==> src/rtl/data_store_pkg.sv <==
// Shared types for the data store sequencer: size codes, FSM states and beat count.
package data_store_pkg;

    typedef enum logic [1:0] {
        SZ_BYTE = 2'b00,
        SZ_HALF = 2'b01,
        SZ_WORD = 2'b10,
        SZ_RSVD = 2'b11
    } size_e;

    typedef enum logic [1:0] {
        IDLE  = 2'b00,
        WRITE = 2'b01,
        RESP  = 2'b10
    } state_e;

    function automatic logic [2:0] beat_count(input size_e sz);
        case (sz)
            SZ_BYTE: beat_count = 3'd1;
            SZ_HALF: beat_count = 3'd2;
            SZ_WORD: beat_count = 3'd4;
            default: beat_count = 3'd0;
        endcase
    endfunction

endpackage

==> src/rtl/data_store_unit_lane_sel.sv <==
// Big-endian byte lane selector: beat 0 carries the most significant byte of the quantity.
module store_lane_sel
    import data_store_pkg::*;
(
    input  size_e       size,
    input  logic [1:0]  beat,
    input  logic [31:0] data,
    output logic [7:0]  lane
);

    always_comb begin
        lane = '0;
        case (size)
            SZ_WORD: begin
                case (beat)
                    2'd0:    lane = data[31:24];
                    2'd1:    lane = data[23:16];
                    2'd2:    lane = data[15:8];
                    default: lane = data[7:0];
                endcase
            end
            SZ_HALF: lane = beat[0] ? data[7:0] : data[15:8];
            SZ_BYTE: lane = data[7:0];
            default: lane = '0;
        endcase
    end

endmodule

==> src/rtl/data_store_unit.sv <==
// Write-side sequencer: serialises one byte/half/word store into single-byte RAM beats.
// Optional alignment rejection is enabled by defining DATA_STORE_ALIGN_CHECK_EN.
module data_store_unit
    import data_store_pkg::*;
#(
    parameter int ADDR_W     = 16,
    parameter int RESP_PULSE = 1
) (
    input  logic              clk,
    input  logic              rst_n,
    input  logic              req_valid,
    output logic              req_ready,
    input  logic [31:0]       req_addr,
    input  logic [31:0]       req_data,
    input  logic [1:0]        req_size,
    output logic [ADDR_W-1:0] mem_addr,
    output logic              mem_we,
    output logic [7:0]        mem_wdata,
    output logic              done,
    output logic              err
);

    localparam int unused_resp_pulse = RESP_PULSE;

    state_e      state, state_n;
    size_e       lat_size;
    logic [31:0] lat_data;
    logic [1:0]  cnt;
    size_e       in_size;
    logic        accept, misalign, reject, last;
    size_e       sel_size;
    logic [1:0]  sel_beat;
    logic [31:0] sel_data;
    logic [7:0]  lane;
    logic        done_n, err_n;

    assign in_size = size_e'(req_size);

`ifdef DATA_STORE_ALIGN_CHECK_EN
    assign misalign = ((in_size == SZ_HALF) && req_addr[0]) ||
                      ((in_size == SZ_WORD) && (req_addr[1:0] != 2'b00));
`else
    assign misalign = 1'b0;
`endif

    assign accept = req_valid && (state == IDLE);
    assign reject = (in_size == SZ_RSVD) || misalign;
    assign last   = ({1'b0, cnt} == (beat_count(lat_size) - 3'd1));

    generate
        if (ADDR_W < 32) begin : g_addr_unused
            logic unused_addr_hi;
            assign unused_addr_hi = ^req_addr[31:ADDR_W];
        end
    endgenerate

    always_ff @(posedge clk or negedge rst_n) begin
        if (!rst_n) state <= IDLE;
        else        state <= state_n;
    end

    always_comb begin
        state_n = state;
        case (state)
            IDLE:    if (accept) state_n = reject ? RESP : WRITE;
            WRITE:   if (last)   state_n = RESP;
            RESP:    state_n = IDLE;
            default: state_n = IDLE;
        endcase
    end

    // The first beat is launched from the live request on the accepting edge,
    // later beats from the latched copy, so one lane selector serves both.
    always_comb begin
        req_ready = (state == IDLE);
        sel_size  = (state == IDLE) ? in_size  : lat_size;
        sel_data  = (state == IDLE) ? req_data : lat_data;
        sel_beat  = (state == IDLE) ? 2'd0     : cnt + 2'd1;
        done_n    = (state_n == RESP);
        err_n     = accept && reject;
    end

    store_lane_sel u_lane_sel (
        .size (sel_size),
        .beat (sel_beat),
        .data (sel_data),
        .lane (lane)
    );

    always_ff @(posedge clk or negedge rst_n) begin
        if (!rst_n) begin
            lat_size  <= SZ_BYTE;
            lat_data  <= '0;
            cnt       <= '0;
            mem_we    <= 1'b0;
            mem_addr  <= '0;
            mem_wdata <= '0;
            done      <= 1'b0;
            err       <= 1'b0;
        end else begin
            done <= done_n;
            err  <= err_n;
            if (accept) begin
                lat_size <= in_size;
                lat_data <= req_data;
                cnt      <= '0;
                mem_we   <= !reject;
                if (!reject) begin
                    mem_addr  <= req_addr[ADDR_W-1:0];
                    mem_wdata <= lane;
                end
            end else if ((state == WRITE) && !last) begin
                cnt       <= cnt + 2'd1;
                mem_we    <= 1'b1;
                mem_addr  <= mem_addr + ADDR_W'(1);
                mem_wdata <= lane;
            end else begin
                mem_we <= 1'b0;
            end
        end
    end

endmodule

==> config.mk <==
export PLATFORM = sky130hd
export DESIGN_NAME = data_store_unit
export DESIGN_NICKNAME = d
export VERILOG_FILES = /design/src/rtl/data_store_pkg.sv /design/src/rtl/data_store_unit_lane_sel.sv /design/src/rtl/data_store_unit.sv
export SDC_FILE = /design/constraint.sdc
export NUM_CORES = 1
export LEC_CHECK = 0
export CAP_MARGIN = 40
export CORE_UTILIZATION = 30
export DETAILED_ROUTE_END_ITERATION = 6
export GPL_TIMING_DRIVEN = 1
export HOLD_SLACK_MARGIN = 0.15
export SLEW_MARGIN = 20
export SYNTH_ARGS = -nofsm -noshare
export SYNTH_HDL_FRONTEND = slang
export SYNTH_SLANG_ARGS = --single-unit
==> constraint.sdc <==
create_clock -name clk -period 1.7 [get_ports clk]
set_input_delay 0.17 -clock clk [delete_from_list [all_inputs] [get_ports clk]]
set_output_delay 0.17 -clock clk [all_outputs]
set_load 0.005 [all_outputs]
# Yosys cells after proc, flatten, opt, wreduce, memory -nomap -nowiden
# Index checks and enable logic that the tools add are counted.
dict set report op_classes {
  addsub 3
  eq_ne 11
  mux 21
  reduce_logical 11
}
# op n
set ops {}
lappend ops {{$mux 16} 3}
lappend ops {{$pmux 8 s3} 2}
lappend ops {{$mux 32} 1}
lappend ops {{$mux 8} 4}
lappend ops {{$add 16x1->16 const B} 1}
lappend ops {{$mux 2} 7}
lappend ops {{$eq 2x2->1 const B} 5}
lappend ops {{$pmux 3 s3} 1}
lappend ops {{$eq 2x1->1 const B} 4}
lappend ops {{$logic_not 2->1} 4}
lappend ops {{$pmux 2 s2} 1}
lappend ops {{$eq 2x3->1} 1}
lappend ops {{$logic_and 1x1->1} 3}
lappend ops {{$sub 3x1->3 const B} 1}
lappend ops {{$add 2x1->2 const B} 1}
lappend ops {{$logic_not 1->1} 2}
lappend ops {{$mux 1} 2}
lappend ops {{$ne 2x2->1 const B} 1}
lappend ops {{$reduce_and 2->1} 1}
lappend ops {{$reduce_bool 2->1} 1}
dict set report totals {
  regBits 65
  in_bits 69
  out_inout_bits 28
  wordCells 55
}

# Longest topological paths before layout
dict set report depth {
  word_depth 8
  mapped_depth 7
  mapped_depth_nobuf 5
}

# Hierarchy
# From an unflattened synthesis, not the netlist that was laid out.
dict set report hier_totals {
  hier_cells 388
  hier_area_um2 3872.5
}
# mod instances cells_each area_each_um2 seq_area_each_um2
set by_module_without_submodules {}
lappend by_module_without_submodules {data_store_unit 1 348 3423.3 1626.6}
lappend by_module_without_submodules {store_lane_sel 1 40 449.2 0.0}

# Worst setup path after synthesis
# OpenSTA, ideal clock, no wires.
dict set report synth_timing {
  path_kind {register to register}
  start {register state[0]}
  end {register mem_wdata[6]}
  setup_time_ns 0.149
  arrival_time_ns 1.513
  t_required_ns 1.551
  path_slack_ns 0.037
  stages_incl_launch_ff 7
  n_path_buf 2
  synth_period_minus_slack_ns 1.663
  path_cell_list {dfrtp_1 > buf_6 > nor2_1 > buf_2 > mux2_1 > a222oi_1 > o221ai_1}
}
dict set report synth_via {
  elab_chain_len 7
  word_cells_on_any_way 22
  classes_between {6 x eq/ne; 9 x mux; 7 x reduce/logical}
}
# item line_no
set synth_lines {}
lappend synth_lines {{start, declared} data_store_unit.sv:25} ;# state_e state, state_n;
lappend synth_lines {{start signal, assigned} data_store_unit.sv:59} ;# else state <= state_n;
lappend synth_lines {{$logic_not 2->1} -}
lappend synth_lines {{$mux 2} data_store_unit.sv:78} ;# sel_beat = (state == IDLE) ? 2'd0 : cnt + 2'd1;
lappend synth_lines {{$eq 2x2->1 (tied with other cells)} data_store_unit_lane_sel.sv:15} ;# case (beat)
lappend synth_lines {{$pmux 8 s3} data_store_unit_lane_sel.sv:15}
lappend synth_lines {{$pmux 8 s3} data_store_unit_lane_sel.sv:13} ;# case (size)
lappend synth_lines {{$mux 8 (on tied branches)} {data_store_unit.sv:112, data_store_unit.sv:108}}
lappend synth_lines {{$mux 8} data_store_unit.sv:103} ;# if (accept) begin
lappend synth_lines {{end signal, assigned} data_store_unit.sv:110} ;# mem_wdata <= lane;
lappend synth_lines {{end signal, assigned} data_store_unit.sv:116} ;# mem_wdata <= lane;
lappend synth_lines {{end, declared} data_store_unit.sv:18} ;# output logic [7:0] mem_wdata,
# Several ways; a longest one is shown, not always the timed one. The select of a mux whose other input is x is not followed.
# A chain may end at the register's enable or synchronous reset.

# Worst setup path in the final report
dict set report layout_timing {
  start {register state[1]}
  end {register mem_wdata[0]}
}
# Same word-level chain as after synthesis.

==> metrics.txt <==
status finished, violations left; failing checks design-rule violations, negative setup slack; Lkg Pwr 2.37 nW; clock latency on the worst-skew pair 0.34 ns; share of cells above drive strength 1 0.218; Data required, critical path just under 2 ns; gpl congestion 0.916; initial core utilization 0.314; Period Utilization, post-route 1.07; pre-CTS setup slack -0.327 ns; r2r startpoint state[1]; WP depth 5; CP Launch Type flip-flop; switch share 0.401; initial antenna violation count 0; cell family contributing the most delay on the critical path compound AO/OA/AOI/OAI gates; Worst Hold Depth 3; I/O Pins 97; critical path type reg2reg; Area Growth Syn to Fin 49.8%; RSZ-0062 raised after global routing true; RR Endpoint mem_wdata[0]; main flop type after synthesis dfrtp_1; CTS tree built; critical path's largest stage delay 0.53 ns; CP max-delay cell or4bb_4; Final Net Count between 500 and 600; global-route wire length before repair 18500 µm; clock group share of total power 0.186; Yosys cell types 58; Hold Path Class in2reg; # diodes 0; ANT nets after route 0; DRC 6; CTS root buf clkbuf_16; Final Max Slew Viols 0; row count 39; Hold Violations, Final 0; fillers 1106; core area 0.0116 mm²; Post-Synthesis Net Count 480; Reg clk slew, reported paths 0.06 ns; initial detailed-routing violation count 295; Worst setup endpoint mem_wdata[0]; Die Height around 110 µm; min Tclk post-route 1.82 ns; via count 3637; placed insts 649; WL/cell between 15 and 20 µm; vias in the first global route 3573; Mapped Cells 410; Worst-Margin Slew 0.506 ns; crit-path max FO 8; mapped cell area 0.00364 mm²; Syn Area/Cell 8.89 µm²; maxcap violations 0; hpwl dp between 7000 and 8000 µm; Comb pwr share 0.531; clk sinks 65; power share of the sequential group 0.283; reg2reg setup slack -0.12 ns; R2R depth 5; Setup-failing EPs final 18; vias per cell 5.40; Buffers & Inverters on Critical Path 1; Worst Slack Setup Final -0.115 ns; Post-synth EDFFs 0; CTS Buffer Depth 2; nature of the critical path endpoint flip-flop; fraction of registers with async set/reset 1.00; # H-tree levels 3; IO Port Bufs 80; Yosys reg bits 65; CP arrival 2.06 ns; Max Freq between 0.5 and 0.6 GHz; Critical Path, Cell by Cell buf_6, or4bb_4, o32ai_4, o21ai_1, o221ai_1; sw power 4.24 mW; Die W 112 µm; CTS Buf Count 9; Final TNS setup -1.31 ns; Power Density 1930 mW/mm²; Internal 6.32 mW; CP Launch Point state[1]; sequential fraction of the synthesis area 0.446; largest net degree at the start of global routing 66; maximum vdd drop ~0.80 mV; DRT Pass-1 Iters 7; DIE AREA 0.0126 mm²; Worst Skew 0.0102 ns; Post-Route WL 12000 µm; GRT Residual Overflow 0; yosys warns 0; final std cells w/o fill 674; Slew headroom 0.663; GRT Total Usage 0.191
## synth_stat cells, drive strengths merged (3+ instances only)
cell type | number | area share
o21ai | 15 | 0.021
o221ai | 8 | 0.019
nor4 | 3 | 0.0051
clkbuf | 10 | 0.010
mux2i | 9 | 0.025
nor2 | 16 | 0.017
and2 | 3 | 0.0051
o22a | 3 | 0.0072
inv | 7 | 0.0072
a31oi | 4 | 0.0069
o22ai | 18 | 0.031
buf | 20 | 0.030
nand3 | 12 | 0.016
a222oi | 8 | 0.022
dfrtp | 65 | 0.45
a21oi | 20 | 0.028
mux2 | 16 | 0.049
nand4 | 7 | 0.012
a22oi | 7 | 0.014
and3 | 7 | 0.012
nor3 | 3 | 0.0041
a2bb2oi | 4 | 0.0096
nand2 | 113 | 0.12
## stage by stage
step | total power [mW] | area (µm²) | hold slack, ns | util
6_report | 10.6 | 5460 | 0.354 | 0.470
5_1_grt | 11.2 | 5460 | 0.374 | 0.470
4_1_cts | 10.0 | 5220 | 0.346 | 0.449
3_5_place_dp | 7.89 | 4840 | 0.218 | 0.416
3_3_place_gp | 7.79 | 4840 | 0.217 | 0.416
2_1_floorplan | 5.71 | 3640 | -0.126 | -
## per-layer routing
metal	vias to the layer above	global-route usage	wire length [µm]
met5	-	0	0
met4	0	0.0862	248
met3	19	0.0470	797
met2	124	0.292	5570
met1	1763	0.257	5340
li1	1731	-	-
## logic make-up after synthesis
group / Yosys count / synth area share
AO/OA/AOI/OAI: 104 / 0.207
XOR/XNOR: 2 / 0.00481
adder cells (fa/ha/maj): 1 / 0.00343
buffers and inverters: 37 / 0.0474
flip-flops: 65 / 0.446
multiplexers: 25 / 0.0742
AND/OR/NAND/NOR: 176 / 0.217
## power by group through the flow
stage               Combinational (mW)  Clock (mW)  Sequential [mW]
floorplan                         2.96           0             2.75
global placement                  4.86           0             2.93
detailed placement                4.95           0             2.93
CTS                               5.09        1.99             2.94
global route                      6.11        2.05             3.08
finish                            5.61        1.96             2.98
## worst reg2reg max path: cells and delay by family, from the launching register on
| kind | cells | cell delay (ns) |
|---|---|---|
| AO/OA/AOI/OAI | 3 | 0.56 |
| buffers and inverters | 1 | 0.15 |
| flip-flops | 1 | 0.48 |
| AND/OR/NAND/NOR | 1 | 0.53 |
## flip-flops by register name, indices dropped and copies added, names as in the netlist
signal / cells
mem_we: 1
lat_size: 2
cnt: 2
lat_data: 32
done: 1
mem_wdata: 8
err: 1
mem_addr: 16
state: 2
## final cells by class
class,instances,area [µm²],area share
Tap cell,143,179,0.0328
Sequential cell,65,1630,0.299
Clock inverter,5,62.6,0.0115
Multi-Input combinational cell,308,2000,0.366
Timing Repair Buffer,135,1310,0.239
Clock buffer,11,253,0.0463
Inverter,7,31.3,0.00573
## what timing repair did
action / in CTS / in global routing
buffers inserted: 0 / 7
endpoints found under the setup margin: 23 / 27
pin swaps: 1 / 16
endpoints found under the hold margin: 65 / 0
hold buffers: 1 / 0
resized for setup: 14 / 41
cloned: 0 / 2
## cell usage in the layout (no fill, tap or decap), types with 11 or more instances in the layout
cell and count:
clkdlybuf4s50_1 78, mux2_2 11, o22ai_1 17, nand2_1 112, a21oi_1 16, o21ai_1 11, buf_4 39, nor2_1 13
dfrtp_1 61, nand3_1 12
## how the worst min path moves through the flow
stage | start | endpoint
2_1_floorplan | rst_n | cnt[0]
3_3_place_gp | rst_n | mem_addr[6]
3_5_place_dp | rst_n | mem_addr[5]
4_1_cts | req_data[20] | lat_data[20]
5_1_grt | req_data[20] | lat_data[20]
6_report | req_data[20] | lat_data[20]
No activity file was read; power rests on OpenSTA's default activity.
